File: config.mk
export PLATFORM = sky130hd
export DESIGN_NAME = riscv_dtm_tap
export DESIGN_NICKNAME = d
export VERILOG_FILES = /design/src/rtl/riscv_dtm_tap.sv
export SDC_FILE = /design/constraint.sdc
export NUM_CORES = 1
export LEC_CHECK = 0
export ABC_AREA = 1
export CORE_MARGIN = 2
export CORE_UTILIZATION = 25
export CTS_BUF_LIST = sky130_fd_sc_hd__clkbuf_4
export DETAILED_ROUTE_END_ITERATION = 8
export SETUP_SLACK_MARGIN = 0.15
export SLEW_MARGIN = 20
export SYNTH_ARGS = -nofsm -noshare
export SYNTH_HDL_FRONTEND = slang
export SYNTH_SLANG_ARGS = --single-unit
File: constraint.sdc
create_clock -name tck_i -period 4.9 [get_ports tck_i]
set_clock_uncertainty 0.05 [all_clocks]
set_input_delay 0.98 -clock tck_i [delete_from_list [all_inputs] [get_ports tck_i]]
set_output_delay 0.98 -clock tck_i [all_outputs]
set_load 0.01 [all_outputs]
File: src/rtl/riscv_dtm_tap.sv
`default_nettype none
// +------------------------------------------------------------------------+
// | riscv_dtm_tap: RISC-V JTAG DTM with IEEE 1149.1 TAP (IDCODE/DTMCS/DMI)  |
// | Revision: 1.0                                                          |
// +------------------------------------------------------------------------+
module riscv_dtm_tap #(
  parameter int unsigned ABITS       = 7,
  parameter logic [31:0] IDCODE_VAL  = 32'h1000_0001,
  parameter int unsigned IDLE_CYCLES = 1,
  parameter int unsigned IR_WIDTH    = 5
) (
  input  logic             tck_i,
  input  logic             trst_i,
  input  logic             tms_i,
  input  logic             tdi_i,
  output logic             tdo_o,
  output logic             tdo_oe_o,
  output logic             req_valid_o,
  input  logic             req_ready_i,
  output logic [ABITS-1:0] req_addr_o,
  output logic [31:0]      req_data_o,
  output logic [1:0]       req_op_o,
  input  logic             resp_valid_i,
  output logic             resp_ready_o,
  input  logic [31:0]      resp_data_i,
  input  logic [1:0]       resp_op_i
);

  localparam int unsigned       DRW       = ABITS + 34;
  localparam logic [IR_WIDTH-1:0] IR_IDCODE = IR_WIDTH'(5'h01);
  localparam logic [IR_WIDTH-1:0] IR_DTMCS  = IR_WIDTH'(5'h10);
  localparam logic [IR_WIDTH-1:0] IR_DMI    = IR_WIDTH'(5'h11);
  localparam logic [2:0]        C_IDLE    = 3'(IDLE_CYCLES);
  localparam logic [5:0]        C_ABITS   = 6'(ABITS);

  typedef enum logic [3:0] {
    TAP_TLR, TAP_RTI, TAP_SEL_DR, TAP_CAP_DR, TAP_SHIFT_DR, TAP_EXIT1_DR,
    TAP_PAUSE_DR, TAP_EXIT2_DR, TAP_UPD_DR, TAP_SEL_IR, TAP_CAP_IR,
    TAP_SHIFT_IR, TAP_EXIT1_IR, TAP_PAUSE_IR, TAP_EXIT2_IR, TAP_UPD_IR
  } tap_e;

  typedef enum logic [1:0] {DMI_IDLE, DMI_REQ, DMI_WAIT} dmi_e;
  typedef enum logic [1:0] {SEL_BYPASS, SEL_IDCODE, SEL_DTMCS, SEL_DMI} sel_e;

  tap_e                tap_q, tap_d;
  dmi_e                dmi_q, dmi_d;
  sel_e                sel;
  logic [IR_WIDTH-1:0] ir_q, ir_sh_q;
  logic [DRW-1:0]      dr_q, dr_shift_d, dr_cap_d;
  logic [1:0]          sticky_q, sticky_d;
  logic [ABITS-1:0]    req_addr_q, req_addr_d;
  logic [31:0]         req_data_q, req_data_d, resp_data_q, resp_data_d;
  logic [1:0]          req_op_q, req_op_d;
  logic                tdo_q, tdo_oe_q;
  logic                dmi_busy, resp_fire;

  always_ff @(posedge tck_i or posedge trst_i) begin
    if (trst_i) tap_q <= TAP_TLR;
    else        tap_q <= tap_d;
  end

  always_comb begin
    tap_d = tap_q;
    case (tap_q)
      TAP_TLR:      tap_d = tms_i ? TAP_TLR      : TAP_RTI;
      TAP_RTI:      tap_d = tms_i ? TAP_SEL_DR   : TAP_RTI;
      TAP_SEL_DR:   tap_d = tms_i ? TAP_SEL_IR   : TAP_CAP_DR;
      TAP_CAP_DR:   tap_d = tms_i ? TAP_EXIT1_DR : TAP_SHIFT_DR;
      TAP_SHIFT_DR: tap_d = tms_i ? TAP_EXIT1_DR : TAP_SHIFT_DR;
      TAP_EXIT1_DR: tap_d = tms_i ? TAP_UPD_DR   : TAP_PAUSE_DR;
      TAP_PAUSE_DR: tap_d = tms_i ? TAP_EXIT2_DR : TAP_PAUSE_DR;
      TAP_EXIT2_DR: tap_d = tms_i ? TAP_UPD_DR   : TAP_SHIFT_DR;
      TAP_UPD_DR:   tap_d = tms_i ? TAP_SEL_DR   : TAP_RTI;
      TAP_SEL_IR:   tap_d = tms_i ? TAP_TLR      : TAP_CAP_IR;
      TAP_CAP_IR:   tap_d = tms_i ? TAP_EXIT1_IR : TAP_SHIFT_IR;
      TAP_SHIFT_IR: tap_d = tms_i ? TAP_EXIT1_IR : TAP_SHIFT_IR;
      TAP_EXIT1_IR: tap_d = tms_i ? TAP_UPD_IR   : TAP_PAUSE_IR;
      TAP_PAUSE_IR: tap_d = tms_i ? TAP_EXIT2_IR : TAP_PAUSE_IR;
      TAP_EXIT2_IR: tap_d = tms_i ? TAP_UPD_IR   : TAP_SHIFT_IR;
      TAP_UPD_IR:   tap_d = tms_i ? TAP_SEL_DR   : TAP_RTI;
      default:      tap_d = TAP_TLR;
    endcase
  end

  always_ff @(posedge tck_i or posedge trst_i) begin
    if (trst_i) begin
      ir_q    <= IR_IDCODE;
      ir_sh_q <= '0;
    end else begin
      case (tap_q)
        TAP_TLR:      ir_q    <= IR_IDCODE;
        TAP_CAP_IR:   ir_sh_q <= IR_WIDTH'(1);
        TAP_SHIFT_IR: ir_sh_q <= {tdi_i, ir_sh_q[IR_WIDTH-1:1]};
        TAP_UPD_IR:   ir_q    <= ir_sh_q;
        default: ;
      endcase
    end
  end

  always_comb begin
    if (ir_q == IR_IDCODE)     sel = SEL_IDCODE;
    else if (ir_q == IR_DTMCS) sel = SEL_DTMCS;
    else if (ir_q == IR_DMI)   sel = SEL_DMI;
    else                       sel = SEL_BYPASS;
  end

  assign dmi_busy  = (dmi_q != DMI_IDLE);
  assign resp_fire = (dmi_q == DMI_WAIT) && resp_valid_i;

  // A response landing on the capture edge supplies the captured data.
  always_comb begin
    dr_cap_d = '0;
    case (sel)
      SEL_IDCODE: dr_cap_d = DRW'(IDCODE_VAL);
      SEL_DTMCS:  dr_cap_d = DRW'({17'd0, C_IDLE, sticky_q, C_ABITS, 4'd1});
      SEL_DMI:    dr_cap_d = {req_addr_q, (resp_fire ? resp_data_i : resp_data_q),
                              (dmi_busy ? 2'd3 : sticky_q)};
      default:    dr_cap_d = '0;
    endcase
  end

  always_comb begin
    dr_shift_d = dr_q >> 1;
    case (sel)
      SEL_DMI:    dr_shift_d[DRW-1] = tdi_i;
      SEL_BYPASS: dr_shift_d[0]     = tdi_i;
      default:    dr_shift_d[31]    = tdi_i;
    endcase
  end

  always_ff @(posedge tck_i or posedge trst_i) begin
    if (trst_i)                     dr_q <= '0;
    else if (tap_q == TAP_CAP_DR)   dr_q <= dr_cap_d;
    else if (tap_q == TAP_SHIFT_DR) dr_q <= dr_shift_d;
  end

  always_comb begin
    dmi_d       = dmi_q;
    sticky_d    = sticky_q;
    req_addr_d  = req_addr_q;
    req_data_d  = req_data_q;
    req_op_d    = req_op_q;
    resp_data_d = resp_data_q;
    case (dmi_q)
      DMI_REQ: if (req_ready_i) dmi_d = DMI_WAIT;
      DMI_WAIT: begin
        if (resp_valid_i) begin
          resp_data_d = resp_data_i;
          if (resp_op_i != 2'd0 && sticky_q == 2'd0) sticky_d = 2'd2;
          dmi_d = DMI_IDLE;
        end
      end
      default: ;
    endcase
    // Busy indication outranks a same-edge response error.
    if (tap_q == TAP_CAP_DR && sel == SEL_DMI && dmi_busy && sticky_q == 2'd0)
      sticky_d = 2'd3;
    if (tap_q == TAP_UPD_DR && sel == SEL_DMI && sticky_q == 2'd0) begin
      if (dmi_busy) begin
        sticky_d = 2'd3;
      end else if (dr_q[1:0] == 2'd1 || dr_q[1:0] == 2'd2) begin
        req_op_d   = dr_q[1:0];
        req_data_d = dr_q[33:2];
        req_addr_d = dr_q[DRW-1:34];
        dmi_d      = DMI_REQ;
      end
    end
    if (tap_q == TAP_UPD_DR && sel == SEL_DTMCS && (dr_q[16] || dr_q[17])) begin
      sticky_d = 2'd0;
      if (dr_q[17]) dmi_d = DMI_IDLE;
    end
  end

  always_ff @(posedge tck_i or posedge trst_i) begin
    if (trst_i) begin
      dmi_q       <= DMI_IDLE;
      sticky_q    <= 2'd0;
      req_addr_q  <= '0;
      req_data_q  <= '0;
      req_op_q    <= 2'd0;
      resp_data_q <= '0;
    end else begin
      dmi_q       <= dmi_d;
      sticky_q    <= sticky_d;
      req_addr_q  <= req_addr_d;
      req_data_q  <= req_data_d;
      req_op_q    <= req_op_d;
      resp_data_q <= resp_data_d;
    end
  end

  always_ff @(negedge tck_i or posedge trst_i) begin
    if (trst_i) begin
      tdo_q    <= 1'b0;
      tdo_oe_q <= 1'b0;
    end else begin
      tdo_oe_q <= (tap_q == TAP_SHIFT_IR) || (tap_q == TAP_SHIFT_DR);
      if (tap_q == TAP_SHIFT_IR)      tdo_q <= ir_sh_q[0];
      else if (tap_q == TAP_SHIFT_DR) tdo_q <= dr_q[0];
      else                            tdo_q <= 1'b0;
    end
  end

  assign tdo_o        = tdo_q;
  assign tdo_oe_o     = tdo_oe_q;
  assign req_valid_o  = (dmi_q == DMI_REQ);
  assign resp_ready_o = (dmi_q == DMI_WAIT);
  assign req_addr_o   = req_addr_q;
  assign req_data_o   = req_data_q;
  assign req_op_o     = req_op_q;

endmodule
`default_nettype wire

==> results.cfg, run 1 <==
[clock_network]
cts.clk_slew.worst_paths_ns = 0.11
cts_tree = built
root_buffer = clkbuf_4
numClockSinks = 134
cts_inserted_buffers = 17
clockBufferDepth = 2
cts_resized = 2
cts_hold_buffers = 0
post_cts_buffers = 0
insertion_delay_ns = 0.52
htree_levels = 4

[die]
ios = 85
rows = 56
die_w_microns = 159
die_y_microns = 159
die-area_sq_um = 25100
core-area_sq_um = 23500
floorplan.initialDensity = 0.254

[global_route]
grt_usage = 0.130
grt_start_max_net_pins = 133
grt_pass1_vias = 4615
grt_pass1_wl_mm = 24.7
antenna_found_initial = 1
grt_overflow = 0

[route]
drt_wl_total_mm = 15.7
drc_errors = 0
ant_nets = 0
drt_first_iter_violations = 352
dr.pass1.iters = 5
vias = 4807
wl_per_cell_microns = 14.3
routed_via_density = 4.39

[critical_path]
critPathMaxFanout = 1
critical_path.top_delay_family = flip-flops
r2r_setup_slack_ns = 1.26
criticalPathCategory = reg2out
path_cells = dlygate4sd2_1
slowest_stage = dfrtn_1
r2r_cells = 4
cp.arrival_ns = 3.56
timing.rr.start = tap_q[1]$_DFF_PP0_
required_ns = 3.87
r2r_end = tdo_oe_o$_DFF_NP0_
max_stage_delay_ns = 0.40
crit_buf_inv = 1
worstSetupEndpointType = output pin
cp-start-kind = flip-flop

[timing]
worst_slew_pin_slew_ns = 0.854
slew-limit-headroom = 0.429
rsz0062_at_grt = false
final-hold-violation-count = 0
timing.final.setup_violations = 0
slew_violations = 0
fin_ws_ns = 0.308
finalSetupTns_ns = 0

[placed_design]
io_buffers = 84
dp_hpwl_mm = 10.3
postPlaceCellArea_sq_um = 7100
pre_cts_slack_ns = 0.526
gp_congestion = 0.780

[pwr]
power_density_nw_per_um2 = 446
leakagePower_uw = 0.00353
ir_drop_mv = 0.183

[min_path]
worstHoldStart = resp_data_q[27]$_DFFE_PP0P_
min_to = resp_data_q[27]$_DFFE_PP0P_
min_path_type = reg2reg
whs_path_depth = 2

[final_layout]
drive_gt1_frac = 0.101
syn2layout_area_growth_pct = 24.2
fin_area_sq_um = 7420
final_common_cell = nand2_1
nNetsFinal = 807
fillCellCount = 2449
final_cell_mix = nand2_1 (254), dfrtp_1 (131), clkdlybuf4s50_1 (82)

[yosys]
yosys_register_bits = 134
yosysUniqueCellTypes = 34
synth.avg_cell_area_sq_um = 8.75
syn-cell-area_sq_um = 5970
syn-instance-count = 683
synth_seq_area_share = 0.562
syn_nets = 726
synth_warnings = 0

[outcome]
status = completed

[flow_run]
drv_cap = 0
## state kept, by name, summed over array words and instances (netlist names)
register     flops
dmi_q            2
dr_q            41
ir_q             5
ir_sh_q          5
req_addr_o       7
req_data_o      32
req_op_o         2
resp_data_q     32
sticky_q         2
tap_q            4
tdo_o            1
tdo_oe_o         1
## stage by stage
step | util | hold WS [ns] | power, uW | cells
after floorplan | - | 0.395 | 2210 | 683
after global placement | 0.303 | 0.410 | 2490 | 1064
after detailed placement | 0.303 | 0.414 | 2510 | 1064
after CTS | 0.316 | 0.440 | 3340 | 1095
after global routing | 0.316 | 0.460 | 3540 | 1096
final | 0.316 | 0.438 | 3310 | 1096
## final cells by class
cell class / count / area (sq um) / share of cell area
flip-flops and latches: 134 / 3350 / 0.452
clock inverters: 10 / 155 / 0.0209
multi-input cells: 461 / 2230 / 0.300
clock buffers: 21 / 158 / 0.0213
diodes: 1 / 2.50 / 0.000337
inverters: 61 / 233 / 0.0314
well taps: 319 / 399 / 0.0538
repair buffers: 89 / 888 / 0.120
## cell usage after synthesis, drive strengths merged
master	instances	area share
nand2	263	0.17
dfrtp	131	0.55
o21ai	80	0.079
inv	60	0.038
nor2	35	0.030
a21oi	20	0.017
a22oi	19	0.024
buf	19	0.023
nand3	15	0.013
o22ai	12	0.013
clkbuf	8	0.0050
nand4	4	0.0052
a21boi	3	0.0038
ha	3	0.0063
dfrtn	2	0.0084
o2111ai	2	0.0029
o211ai	2	0.0025
a31oi	1	0.0010
clkinv	1	0.00063
dfstp	1	0.0044
nor3	1	0.00084
or2	1	0.0010
## power by group
| group | switching, uW | internal [uW] | leakage, uW | total (uW) |
|---|---|---|---|---|
| clock network | 401 | 422 | 0.000171 | 823 |
| registers | 165 | 1340 | 0.00173 | 1510 |
| logic | 634 | 343 | 0.00163 | 978 |
| total | 1200 | 2110 | 0.00353 | 3310 |
## worst max path at each step
| stage | start | endpoint | slack (ns) | depth (start not counted) |
|---|---|---|---|---|
| final | tdo_oe_o$_DFF_NP0_ | tdo_oe_o | 0.31 | 1 |
| after CTS | tdo_oe_o$_DFF_NP0_ | tdo_oe_o | 0.25 | 1 |
| after detailed placement | tdo_oe_o$_DFF_NP0_ | tdo_oe_o | 0.53 | 1 |
| after floorplan | trst_i | tdo_o$_DFF_NP0_ | -0.14 | 1 |
| after global routing | tdo_oe_o$_DFF_NP0_ | tdo_oe_o | 0.23 | 1 |
| after global placement | tdo_oe_o$_DFF_NP0_ | tdo_oe_o | 0.52 | 1 |
## layer usage
metal,track usage,vias up,wire (microns)
li1,-,2356,-
met4,0.0287,0,93
met1,0.188,2298,7810
met3,0.0378,5,914
met2,0.191,148,6910
met5,0,-,0
## cell families (layout without fill, tap and decap cells)
logic type | count (synthesis) | after routing | synth area share
compound gates | 139 | 139 | 0.143
buf+inv | 88 | 181 | 0.0668
flops | 134 | 134 | 0.562
other cells | 0 | 1 | 0
simple gates | 319 | 319 | 0.222
fa+ha+maj | 3 | 3 | 0.00628
Power figures use the tool's default switching activity.
==> run 2, diff against run 1 <==
SKIP_LAST_GASP = 1   (was unset)
==> results of run 2 <==
Same layout as run 1: the final DEF is identical, and so are final timing and power.
==> run 3, diff against run 2 <==
ABC_CLOCK_PERIOD_IN_PS = 4900   (was unset)
SLEW_MARGIN = unset   (was 20)
==> results of run 3 <==
Same layout as run 1: the final DEF is identical, and so are final timing and power.
